$ cat config.mk
export PLATFORM = sky130hd
export DESIGN_NAME = change_dispense_ctrl_flat
export DESIGN_NICKNAME = d
export VERILOG_FILES = /design/src/rtl/change_dispense_ctrl_if.sv /design/src/rtl/change_dispense_ctrl.sv /design/src/flat_wrapper.sv
export SDC_FILE = /design/constraint.sdc
export NUM_CORES = 1
export LEC_CHECK = 0
export ABC_CLOCK_PERIOD_IN_PS = 7500
export CAP_MARGIN = 30
export CORE_MARGIN = 3
export CORE_UTILIZATION = 35
export DETAILED_ROUTE_END_ITERATION = 10
export HOLD_SLACK_MARGIN = 0.03
export PLACE_DENSITY_LB_ADDON = 0.12
export SETUP_SLACK_MARGIN = 0.2
export SLEW_MARGIN = 5
export SYNTH_ARGS = -nofsm -noshare
export SYNTH_HDL_FRONTEND = slang
export SYNTH_SLANG_ARGS = --single-unit
$ cat constraint.sdc
create_clock -name clk -period 7.5 [get_ports clk]
set_input_delay 1.125 -clock clk [delete_from_list [all_inputs] [get_ports clk]]
set_output_delay 1.125 -clock clk [all_outputs]
set_load 0.1 [all_outputs]
$ cat src/rtl/change_dispense_ctrl_if.sv
// Bundle of request, coin-breakdown, hopper and status signals for the change dispenser.
interface change_dispense_ctrl_if;
    logic       req_valid;
    logic [8:0] req_amount;
    logic       req_ready;
    logic [8:0] calc_amount;
    logic [3:0] q_cnt;
    logic [2:0] d_cnt;
    logic [2:0] n_cnt;
    logic [2:0] p_cnt;
    logic [3:0] eject;
    logic       coin_sensed;
    logic       busy;
    logic       done;
    logic       error;
    logic [8:0] dispensed_total;

    modport slave (
        input  req_valid, req_amount, q_cnt, d_cnt, n_cnt, p_cnt, coin_sensed,
        output req_ready, calc_amount, eject, busy, done, error, dispensed_total
    );

    modport master (
        output req_valid, req_amount, q_cnt, d_cnt, n_cnt, p_cnt, coin_sensed,
        input  req_ready, calc_amount, eject, busy, done, error, dispensed_total
    );
endinterface

$ cat src/rtl/change_dispense_ctrl.sv
// Change dispenser sequencer: accepts an amount, loads the coin breakdown,
// then ejects coins largest-first, waiting for a hopper sense after each pulse.
module change_dispense_ctrl #(
    parameter int unsigned PULSE_CYCLES   = 4,
    parameter int unsigned TIMEOUT_CYCLES = 255
) (
    input  logic                    clk,
    input  logic                    rst,
    change_dispense_ctrl_if.slave   bus
);

    localparam int unsigned CMAX = (PULSE_CYCLES > TIMEOUT_CYCLES) ? PULSE_CYCLES : TIMEOUT_CYCLES;
    localparam int unsigned CW   = $clog2(CMAX + 1);
    localparam logic [CW-1:0] PULSE_LAST = CW'(PULSE_CYCLES - 1);
    localparam logic [CW-1:0] WAIT_LAST  = CW'(TIMEOUT_CYCLES - 1);

    typedef enum logic [2:0] {IDLE, LOAD, EJECT, WAIT, DONE, ERR} state_t;

    state_t        state, state_nxt;
    logic [3:0]    q_rem;
    logic [2:0]    d_rem, n_rem, p_rem;
    logic [CW-1:0] tcnt;
    logic [3:0]    sel;
    logic [4:0]    sel_val;
    logic [5:0]    coins_left;
    logic          range_err, load_zero, pulse_last, wait_last;

    assign range_err  = bus.calc_amount > 9'd399;
    assign load_zero  = (bus.q_cnt == '0) && (bus.d_cnt == '0) && (bus.n_cnt == '0) && (bus.p_cnt == '0);
    assign pulse_last = tcnt == PULSE_LAST;
    assign wait_last  = tcnt == WAIT_LAST;
    assign coins_left = 6'(q_rem) + 6'(d_rem) + 6'(n_rem) + 6'(p_rem);

    // Pick the highest denomination still owed and its value in cents.
    always_comb begin
        sel     = '0;
        sel_val = '0;
        if (q_rem != '0) begin
            sel     = 4'b1000;
            sel_val = 5'd25;
        end else if (d_rem != '0) begin
            sel     = 4'b0100;
            sel_val = 5'd10;
        end else if (n_rem != '0) begin
            sel     = 4'b0010;
            sel_val = 5'd5;
        end else if (p_rem != '0) begin
            sel     = 4'b0001;
            sel_val = 5'd1;
        end
    end

    // State register.
    always_ff @(posedge clk) begin
        if (rst) state <= IDLE;
        else     state <= state_nxt;
    end

    // Next-state decode and state-derived outputs.
    always_comb begin
        state_nxt     = state;
        bus.req_ready = 1'b0;
        bus.busy      = 1'b1;
        bus.done      = 1'b0;
        bus.error     = 1'b0;
        bus.eject     = '0;
        case (state)
            IDLE: begin
                bus.req_ready = 1'b1;
                bus.busy      = 1'b0;
                if (bus.req_valid) state_nxt = LOAD;
            end
            LOAD: begin
                if (range_err)      state_nxt = ERR;
                else if (load_zero) state_nxt = DONE;
                else                state_nxt = EJECT;
            end
            EJECT: begin
                bus.eject = sel;
                if (pulse_last) state_nxt = WAIT;
            end
            WAIT: begin
                // coins_left still includes the coin being confirmed this cycle.
                if (bus.coin_sensed) state_nxt = (coins_left > 6'd1) ? EJECT : DONE;
                else if (wait_last)  state_nxt = ERR;
            end
            DONE: begin
                bus.done  = 1'b1;
                state_nxt = IDLE;
            end
            ERR: begin
                bus.error = 1'b1;
                state_nxt = IDLE;
            end
            default: state_nxt = IDLE;
        endcase
    end

    // Request capture, remaining-coin counters, pulse/timeout counter and running total.
    always_ff @(posedge clk) begin
        if (rst) begin
            bus.calc_amount     <= '0;
            bus.dispensed_total <= '0;
            q_rem               <= '0;
            d_rem               <= '0;
            n_rem               <= '0;
            p_rem               <= '0;
            tcnt                <= '0;
        end else begin
            case (state)
                IDLE: begin
                    if (bus.req_valid) begin
                        bus.calc_amount     <= bus.req_amount;
                        bus.dispensed_total <= '0;
                    end
                end
                LOAD: begin
                    tcnt <= '0;
                    if (!range_err) begin
                        q_rem <= bus.q_cnt;
                        d_rem <= bus.d_cnt;
                        n_rem <= bus.n_cnt;
                        p_rem <= bus.p_cnt;
                    end
                end
                EJECT: begin
                    tcnt <= pulse_last ? '0 : tcnt + CW'(1);
                end
                WAIT: begin
                    if (bus.coin_sensed) begin
                        tcnt                <= '0;
                        bus.dispensed_total <= bus.dispensed_total + 9'(sel_val);
                        if (sel[3])      q_rem <= q_rem - 4'd1;
                        else if (sel[2]) d_rem <= d_rem - 3'd1;
                        else if (sel[1]) n_rem <= n_rem - 3'd1;
                        else if (sel[0]) p_rem <= p_rem - 3'd1;
                    end else begin
                        tcnt <= tcnt + CW'(1);
                    end
                end
                default: ;
            endcase
        end
    end

endmodule

$ cat src/flat_wrapper.sv
// flat-port wrapper written by rule: the top's interface ports become plain ports
module change_dispense_ctrl_flat 
#(
    parameter int unsigned PULSE_CYCLES   = 4,
    parameter int unsigned TIMEOUT_CYCLES = 255
)
  (clk, rst, bus_req_valid, bus_req_amount, bus_q_cnt, bus_d_cnt, bus_n_cnt, bus_p_cnt, bus_coin_sensed, bus_req_ready, bus_calc_amount, bus_eject, bus_busy, bus_done, bus_error, bus_dispensed_total);
  change_dispense_ctrl_if bus_i ();
  input  logic clk;
  input  logic rst;
  input wire logic [$bits(bus_i.req_valid)-1:0] bus_req_valid;
  input wire logic [$bits(bus_i.req_amount)-1:0] bus_req_amount;
  input wire logic [$bits(bus_i.q_cnt)-1:0] bus_q_cnt;
  input wire logic [$bits(bus_i.d_cnt)-1:0] bus_d_cnt;
  input wire logic [$bits(bus_i.n_cnt)-1:0] bus_n_cnt;
  input wire logic [$bits(bus_i.p_cnt)-1:0] bus_p_cnt;
  input wire logic [$bits(bus_i.coin_sensed)-1:0] bus_coin_sensed;
  output wire logic [$bits(bus_i.req_ready)-1:0] bus_req_ready;
  output wire logic [$bits(bus_i.calc_amount)-1:0] bus_calc_amount;
  output wire logic [$bits(bus_i.eject)-1:0] bus_eject;
  output wire logic [$bits(bus_i.busy)-1:0] bus_busy;
  output wire logic [$bits(bus_i.done)-1:0] bus_done;
  output wire logic [$bits(bus_i.error)-1:0] bus_error;
  output wire logic [$bits(bus_i.dispensed_total)-1:0] bus_dispensed_total;
  assign bus_i.req_valid = bus_req_valid;
  assign bus_i.req_amount = bus_req_amount;
  assign bus_i.q_cnt = bus_q_cnt;
  assign bus_i.d_cnt = bus_d_cnt;
  assign bus_i.n_cnt = bus_n_cnt;
  assign bus_i.p_cnt = bus_p_cnt;
  assign bus_i.coin_sensed = bus_coin_sensed;
  assign bus_req_ready = bus_i.req_ready;
  assign bus_calc_amount = bus_i.calc_amount;
  assign bus_eject = bus_i.eject;
  assign bus_busy = bus_i.busy;
  assign bus_done = bus_i.done;
  assign bus_error = bus_i.error;
  assign bus_dispensed_total = bus_i.dispensed_total;
  change_dispense_ctrl #(.PULSE_CYCLES(PULSE_CYCLES), .TIMEOUT_CYCLES(TIMEOUT_CYCLES)) u_core (.clk(clk), .rst(rst), .bus(bus_i));
endmodule
==> results.sh, run 1 <==
export IMPL_clock_sinks=42
export IMPL_synth_edff_count=0
export IMPL_io_pins=52
export IMPL_wl_per_cell_um=14.57
export IMPL_gp_congestion=0.8295
export IMPL_post_cts_buffers=0
export IMPL_critical_path_class="reg -> out"
export IMPL_cp_required_ns=6.38
export IMPL_powerDensity_nw_per_um2=337.4
export IMPL_grt_pass1_vias=2366
export IMPL_area_growth_pct=24.49
export IMPL_cts_inserted_buffers=5
export IMPL_first_iter_violations=100
export IMPL_setup_tns_ns=0
export IMPL_drc=0
export IMPL_cellLeakagePower_nw=1.376
export IMPL_fp_coreArea_sq_um=7447
export IMPL_wl_met3_um=249
export IMPL_synth_net_count=384
export IMPL_synth_area_leader_cell="dfxtp_1"
export IMPL_grt_usage_pct=16.48
export IMPL_cts_tree="built"
export IMPL_final_hold_violation_count=0
export IMPL_grt_max_degree=32
export IMPL_synth_cell_types=67
export IMPL_post_cts_resized=0
export IMPL_place_area_sq_um=3331
export IMPL_holdPathStages=2
export IMPL_antenna_found_initial=0
export IMPL_synth_top_area_share_pct=30.59
export IMPL_synth_commonest_cells="42 x dfxtp_1, 42 x nand2_1, 30 x a21oi_1"
export IMPL_rows=31
export IMPL_cp_start_kind="register"
export IMPL_final_setup_viol_count=0
export IMPL_status="finished, final reports clean"
export IMPL_period_share_pct=55.51
export IMPL_dieArea_sq_um=8953
export IMPL_hp_class="reg -> reg"
export IMPL_synth_ff_type="dfxtp_1"
export IMPL_wl_met1_mm=3.400
export IMPL_drive_gt1_share_pct=5.805
export IMPL_fmax_mhz=240.2
export IMPL_start_util_pct=36.91
export IMPL_htreeDepth=2
export IMPL_utilization_pct=45.95
export IMPL_fin_nets=430
export IMPL_clk_pin_slew_ns=0.08
export IMPL_critPathMaxFanout=20
export IMPL_synthesis_area_sq_um=2749
export IMPL_finClkSkew_ns=0.004732
export IMPL_antenna_left=0
export IMPL_die_h_um=94.62
export IMPL_crit_path_end_kind="output pin"
export IMPL_synth_area_leaders="dfxtp_1 31%, ha_1 9.1%, nand2_1 5.7%, a21oi_1 5.5%, fa_1 4.4%"
export IMPL_numPortBuffers=51
export IMPL_overflow=0
export IMPL_grt_pass1_wl_mm=11.71
export IMPL_maxSlewHeadroom_pct=33.85
export IMPL_place_inst=470
export IMPL_synth_seq_cells=42
export IMPL_async_flop_share_pct=0
export IMPL_vias=2483
export IMPL_min_delay_start="u_core.bus.calc_amount[3]"
export IMPL_drv_slew=0
export IMPL_critPathArrivalTime_ns=3.04
export IMPL_wl_mm=6.965
export IMPL_startpoint="u_core.state[1]"
export IMPL_layout_cells_non_filler=478
export IMPL_drt_first_pass_iters=4
export IMPL_fin_area_sq_um=3422
export IMPL_synthCells=332
export IMPL_vias_per_cell=5.195
export IMPL_ir_worst_vdd_mv=0.1443
export IMPL_clockBufferDepth=2
export IMPL_cap_violations=0
export IMPL_rr_startpoint="u_core.q_rem[0]"
export IMPL_yosysSeqAreaShare_pct=30.59
export IMPL_yosysWarnings=0
export IMPL_reg2regPathDepth=11
export IMPL_avgSynthCellArea_sq_um=8.280
export IMPL_rsz0062_at_grt="no"
export IMPL_die_x_um=94.62
export IMPL_routed_wl_met2_mm=3.245
export IMPL_cts_root_buf="clkbuf_8"
export IMPL_dp_hpwl_mm=5.325
export IMPL_top_layer_used="met4"
export IMPL_layout_min_cycle_time_ns=4.163
export IMPL_worst_pin_slew_ns=0.9892
export IMPL_clock_latency_ns=0.30
export IMPL_num_antenna_cells=0
export IMPL_fillers=776
export IMPL_cts_hold_buf=0
cell usage in the layout, fill, tap and decap left out, types with 3 or more instances in the layout:
cell / count
ha_1: 20
clkdlybuf4s50_1: 51
nor2_1: 20
o21ai_1: 8
nand2_1: 42
fa_1: 6
mux2i_1: 3
a211oi_1: 7
clkbuf_8: 6
nand2b_1: 7
and3_1: 3
a21o_1: 5
xor2_1: 5
a22o_1: 3
a31oi_1: 4
nand3_1: 13
nor3_1: 13
xnor2_1: 5
o21ai_0: 6
dfxtp_1: 42
o211ai_1: 3
inv_1: 23
a21oi_1: 30
nor2b_1: 3
metrics by stage:
step	power (mW)	worst slack [ns]	hold WS, ns
after global routing	1.254	3.132	0.4850
after detailed placement	1.011	3.624	0.4517
final	1.155	3.337	0.4582
after global placement	1.004	3.683	0.4442
after floorplan	0.8541	3.260	0.4486
after CTS	1.168	3.287	0.4633
final timing paths:
kind,slack [ns],end
max,3.34,bus_eject[0]
min,0.46,u_core.bus.calc_amount[3]
max reg2reg,3.87,u_core.state[1]
min reg2reg,0.46,u_core.bus.calc_amount[3]
per-layer routing:
layer	up-vias	track usage, %
met4	0	3.966
met3	7	3.108
li1	1269	-
met2	42	26.89
met5	-	0
met1	1165	22.42
where the power goes:
group          total, mW  switching [mW]  internal, mW
Combinational      0.681           0.453         0.228
Clock              0.153          0.0785        0.0744
Sequential         0.321          0.0574         0.264
critical path, cell delays in order (launching register included):
cell	delay (ns)
dfxtp_1	0.77
or3b_1	0.54
nor3_1	0.25
clkdlybuf4s50_1	1.17
registers in the layout (all words and copies together) (netlist names):
signal	flops
u_core.p_rem	3
u_core.q_rem	4
u_core.d_rem	3
u_core.bus.dispensed_total	9
u_core.state	3
u_core.tcnt	8
u_core.bus.calc_amount	9
u_core.n_rem	3
cells by family after synthesis:
logic type               Yosys count  share of synthesized area (%)
multiplexers                       3                          1.092
flip-flops                        42                          30.59
adder cells (fa/ha/maj)           26                          13.47
AND/OR/NAND/NOR                  120                          21.94
XOR/XNOR                          10                          3.186
buffers and inverters             38                          5.598
AO/OA/AOI/OAI                     93                          24.12
final cells by class:
| class | count | area [sq um] | share of cell area (%) |
|---|---|---|---|
| timing repair buffer | 52 | 518.0 | 15.14 |
| clock inverter | 1 | 5.005 | 0.1463 |
| clock buffer | 7 | 86.33 | 2.523 |
| tap | 99 | 123.9 | 3.620 |
| inverter | 25 | 93.84 | 2.742 |
| multi-input combinational | 252 | 1754 | 51.26 |
| sequential | 42 | 840.8 | 24.57 |
(Power assumes the default switching activity.)
==> inputs of run 2 (changes only) <==
--- a/config.mk
+++ b/config.mk
@@ -5,7 +5,7 @@
 export SDC_FILE = /design/constraint.sdc
 export NUM_CORES = 1
 export LEC_CHECK = 0
-export ABC_CLOCK_PERIOD_IN_PS = 7500
+export ABC_CLOCK_PERIOD_IN_PS = 3680
 export CAP_MARGIN = 30
 export CORE_MARGIN = 3
 export CORE_UTILIZATION = 35
==> constraint.sdc (replaced) <==
create_clock -name clk -period 3.68 [get_ports clk]
set_input_delay 0.552 -clock clk [delete_from_list [all_inputs] [get_ports clk]]
set_output_delay 0.552 -clock clk [all_outputs]
set_load 0.1 [all_outputs]
==> run 2 against run 1 <==
Clock skew increased by 0.0026 ns. Core utilization increased by 0.18 points. Sequential power increased by 100%. Wire length increased by 0.86%. Critical path depth increased by 8. Final cell count increased by 0.21%. Die area unchanged. First-iteration DRC count decreased by 20%. Worst setup slack got worse by 2.9 ns. Power increased by 110%. Clock power increased by 140%. Critical path type is now reg -> reg. Critical endpoint is now u_core.state[1]. Largest cell class unchanged.
==> results.sh, run 2 (synthesis results as in run 1) <==
export IMPL_status="finished, final reports clean"
export IMPL_grt_pass1_vias=2298
export IMPL_place_inst=471
export IMPL_num_antenna_cells=0
export IMPL_clockBufferDepth=2
export IMPL_grt_usage_pct=16.18
export IMPL_setup_tns_ns=0
export IMPL_layout_common_cells="43 x clkdlybuf4s50_1, 42 x nand2_1, 42 x dfxtp_1, 30 x a21oi_1, 23 x inv_1"
export IMPL_met3_usage_pct=3.108
export IMPL_post_cts_buffers=0
export IMPL_drc=0
export IMPL_cp_cell_sequence="ha_1 -> fa_1 -> fa_1 -> ha_1 -> inv_1 -> fa_1 -> a211oi_1 -> mux2i_1 -> a2111oi_1 -> o21ai_0 -> a22o_1"
export IMPL_area_growth_pct=24.99
export IMPL_layout_min_cycle_time_ns=3.259
export IMPL_top_regs="u_core.bus.calc_amount x9, u_core.bus.dispensed_total x9, u_core.tcnt x8"
export IMPL_numPortBuffers=51
export IMPL_cts_inserted_buffers=5
export IMPL_cts_hold_buf=0
export IMPL_overflow=0
export IMPL_antenna_left=0
export IMPL_slowest_stage="fa_1"
export IMPL_p_clk_share_pct=15.0
export IMPL_combPwrFrac_pct=57.9
export IMPL_crit_path_end_kind="register"
export IMPL_start_util_pct=36.91
export IMPL_holdPathStages=2
export IMPL_crit_top_cell="fa_1"
export IMPL_powerDensity_nw_per_um2=703.5
export IMPL_period_share_pct=88.57
export IMPL_p_int_mw=1.206
export IMPL_die_x_um=94.62
export IMPL_vias=2493
export IMPL_cts_tree="built"
export IMPL_power_total_mw=2.417
export IMPL_grt_max_degree=32
export IMPL_cp_start_kind="register"
export IMPL_io_pins=52
export IMPL_rsz0062_at_grt="no"
export IMPL_worst_pin_slew_ns=0.9742
export IMPL_maxSlewHeadroom_pct=34.85
export IMPL_hp_class="reg -> reg"
export IMPL_globalRouteMet2Util_pct=25.90
export IMPL_vias_per_cell=5.205
export IMPL_antenna_found_initial=0
export IMPL_wl_per_cell_um=14.67
export IMPL_p_switching_mw=1.211
export IMPL_switching_share_pct=50.11
export IMPL_grt_pass1_wl_mm=11.47
export IMPL_dp_hpwl_mm=5.380
export IMPL_critPathArrivalTime_ns=3.45
export IMPL_pwr_share_seq_pct=27.1
export IMPL_final_setup_viol_count=0
export IMPL_post_cts_resized=0
export IMPL_critPathMaxFanout=5
export IMPL_dieArea_sq_um=8953
export IMPL_htreeDepth=2
export IMPL_clk_pin_slew_ns=0.08
export IMPL_reg2regPathDepth=11
export IMPL_cellLeakagePower_nw=1.400
export IMPL_gp_congestion=0.7825
export IMPL_rows=31
export IMPL_final_hold_violation_count=0
export IMPL_wl_mm=7.025
export IMPL_clock_sinks=42
export IMPL_fp_coreArea_sq_um=7447
export IMPL_drive_gt1_share_pct=8.421
export IMPL_die_h_um=94.62
export IMPL_drv_slew=0
export IMPL_finClkSkew_ns=0.007376
export IMPL_ir_worst_vdd_mv=0.2161
export IMPL_drt_first_pass_iters=4
export IMPL_cap_violations=0
export IMPL_crit_path_max_incr_delay_ns=0.50
export IMPL_layout_cells_non_filler=479
export IMPL_first_iter_violations=80
export IMPL_cp_required_ns=3.87
export IMPL_final_common_cell="clkdlybuf4s50_1"
export IMPL_cts_root_buf="clkbuf_8"
export IMPL_top_usage_layer="met2"
export IMPL_critical_path_class="reg -> reg"
export IMPL_fmax_mhz=306.8
export IMPL_fin_nets=431
export IMPL_use_met1_pct=22.53
export IMPL_clock_latency_ns=0.29
run 2: critical path, delay by kind of cell (launching register included):
| kind | cells | cell delay, ns |
|---|---|---|
| adders and majority gates | 5 | 1.70 |
| AOI/OAI and AO/OA | 4 | 0.91 |
| DFF | 1 | 0.40 |
| muxes | 1 | 0.11 |
| buffers and inverters | 1 | 0.05 |
run 2: through the flow:
stage                     util, %  hold WS [ns]  instance area, sq um  worst slack (ns)
final                       46.14        0.4613                  3436            0.4208
after floorplan                 -        0.4486                  2759            0.4325
after global placement      44.69        0.4447                  3328            0.4798
after global routing        46.14        0.4851                  3436            0.2375
after detailed placement    44.69        0.4523                  3328            0.3519
after CTS                   46.12        0.4642                  3435            0.3760
run 2: per-layer routing:
| layer | wire length (um) | share of wire [%] |
|---|---|---|
| met5 | 0 | 0 |
| met2 | 3290 | 47 |
| met1 | 3468 | 49 |
| met3 | 218 | 3.1 |
| met4 | 47 | 0.67 |
run 2: layout make-up:
type | instances | area, sq um
sequential | 42 | 840.8
clock buffer | 7 | 76.32
fill | 753 | 4011
clock inverter | 1 | 30.03
timing repair buffer | 53 | 505.5
tap | 99 | 123.9
multi-input combinational | 252 | 1765
inverter | 25 | 93.84
run 2: final timing paths:
check                                               start                        end  slack (ns)
worst max-delay path                      u_core.q_rem[0]            u_core.state[1]        0.42
worst min-delay path            u_core.bus.calc_amount[1]  u_core.bus.calc_amount[1]        0.46
worst max register to register            u_core.q_rem[0]            u_core.state[1]        0.42
worst min register to register  u_core.bus.calc_amount[1]  u_core.bus.calc_amount[1]        0.46
run 2: power groups by stage:
stage | Sequential (mW) | Combinational, mW | Clock (mW)
after floorplan | 0.760 | 0.989 | 0
after global placement | 0.660 | 1.38 | 0
after detailed placement | 0.663 | 1.39 | 0
after CTS | 0.652 | 1.40 | 0.381
after global routing | 0.670 | 1.55 | 0.399
final | 0.655 | 1.40 | 0.363
==> inputs of run 3 (changes only) <==
--- a/config.mk
+++ b/config.mk
@@ -5,7 +5,6 @@
 export SDC_FILE = /design/constraint.sdc
 export NUM_CORES = 1
 export LEC_CHECK = 0
-export ABC_CLOCK_PERIOD_IN_PS = 3680
 export CAP_MARGIN = 30
 export CORE_MARGIN = 3
 export CORE_UTILIZATION = 35
==> results of run 3 <==
The final DEF is identical to that of run 2; final timing and power are the same.
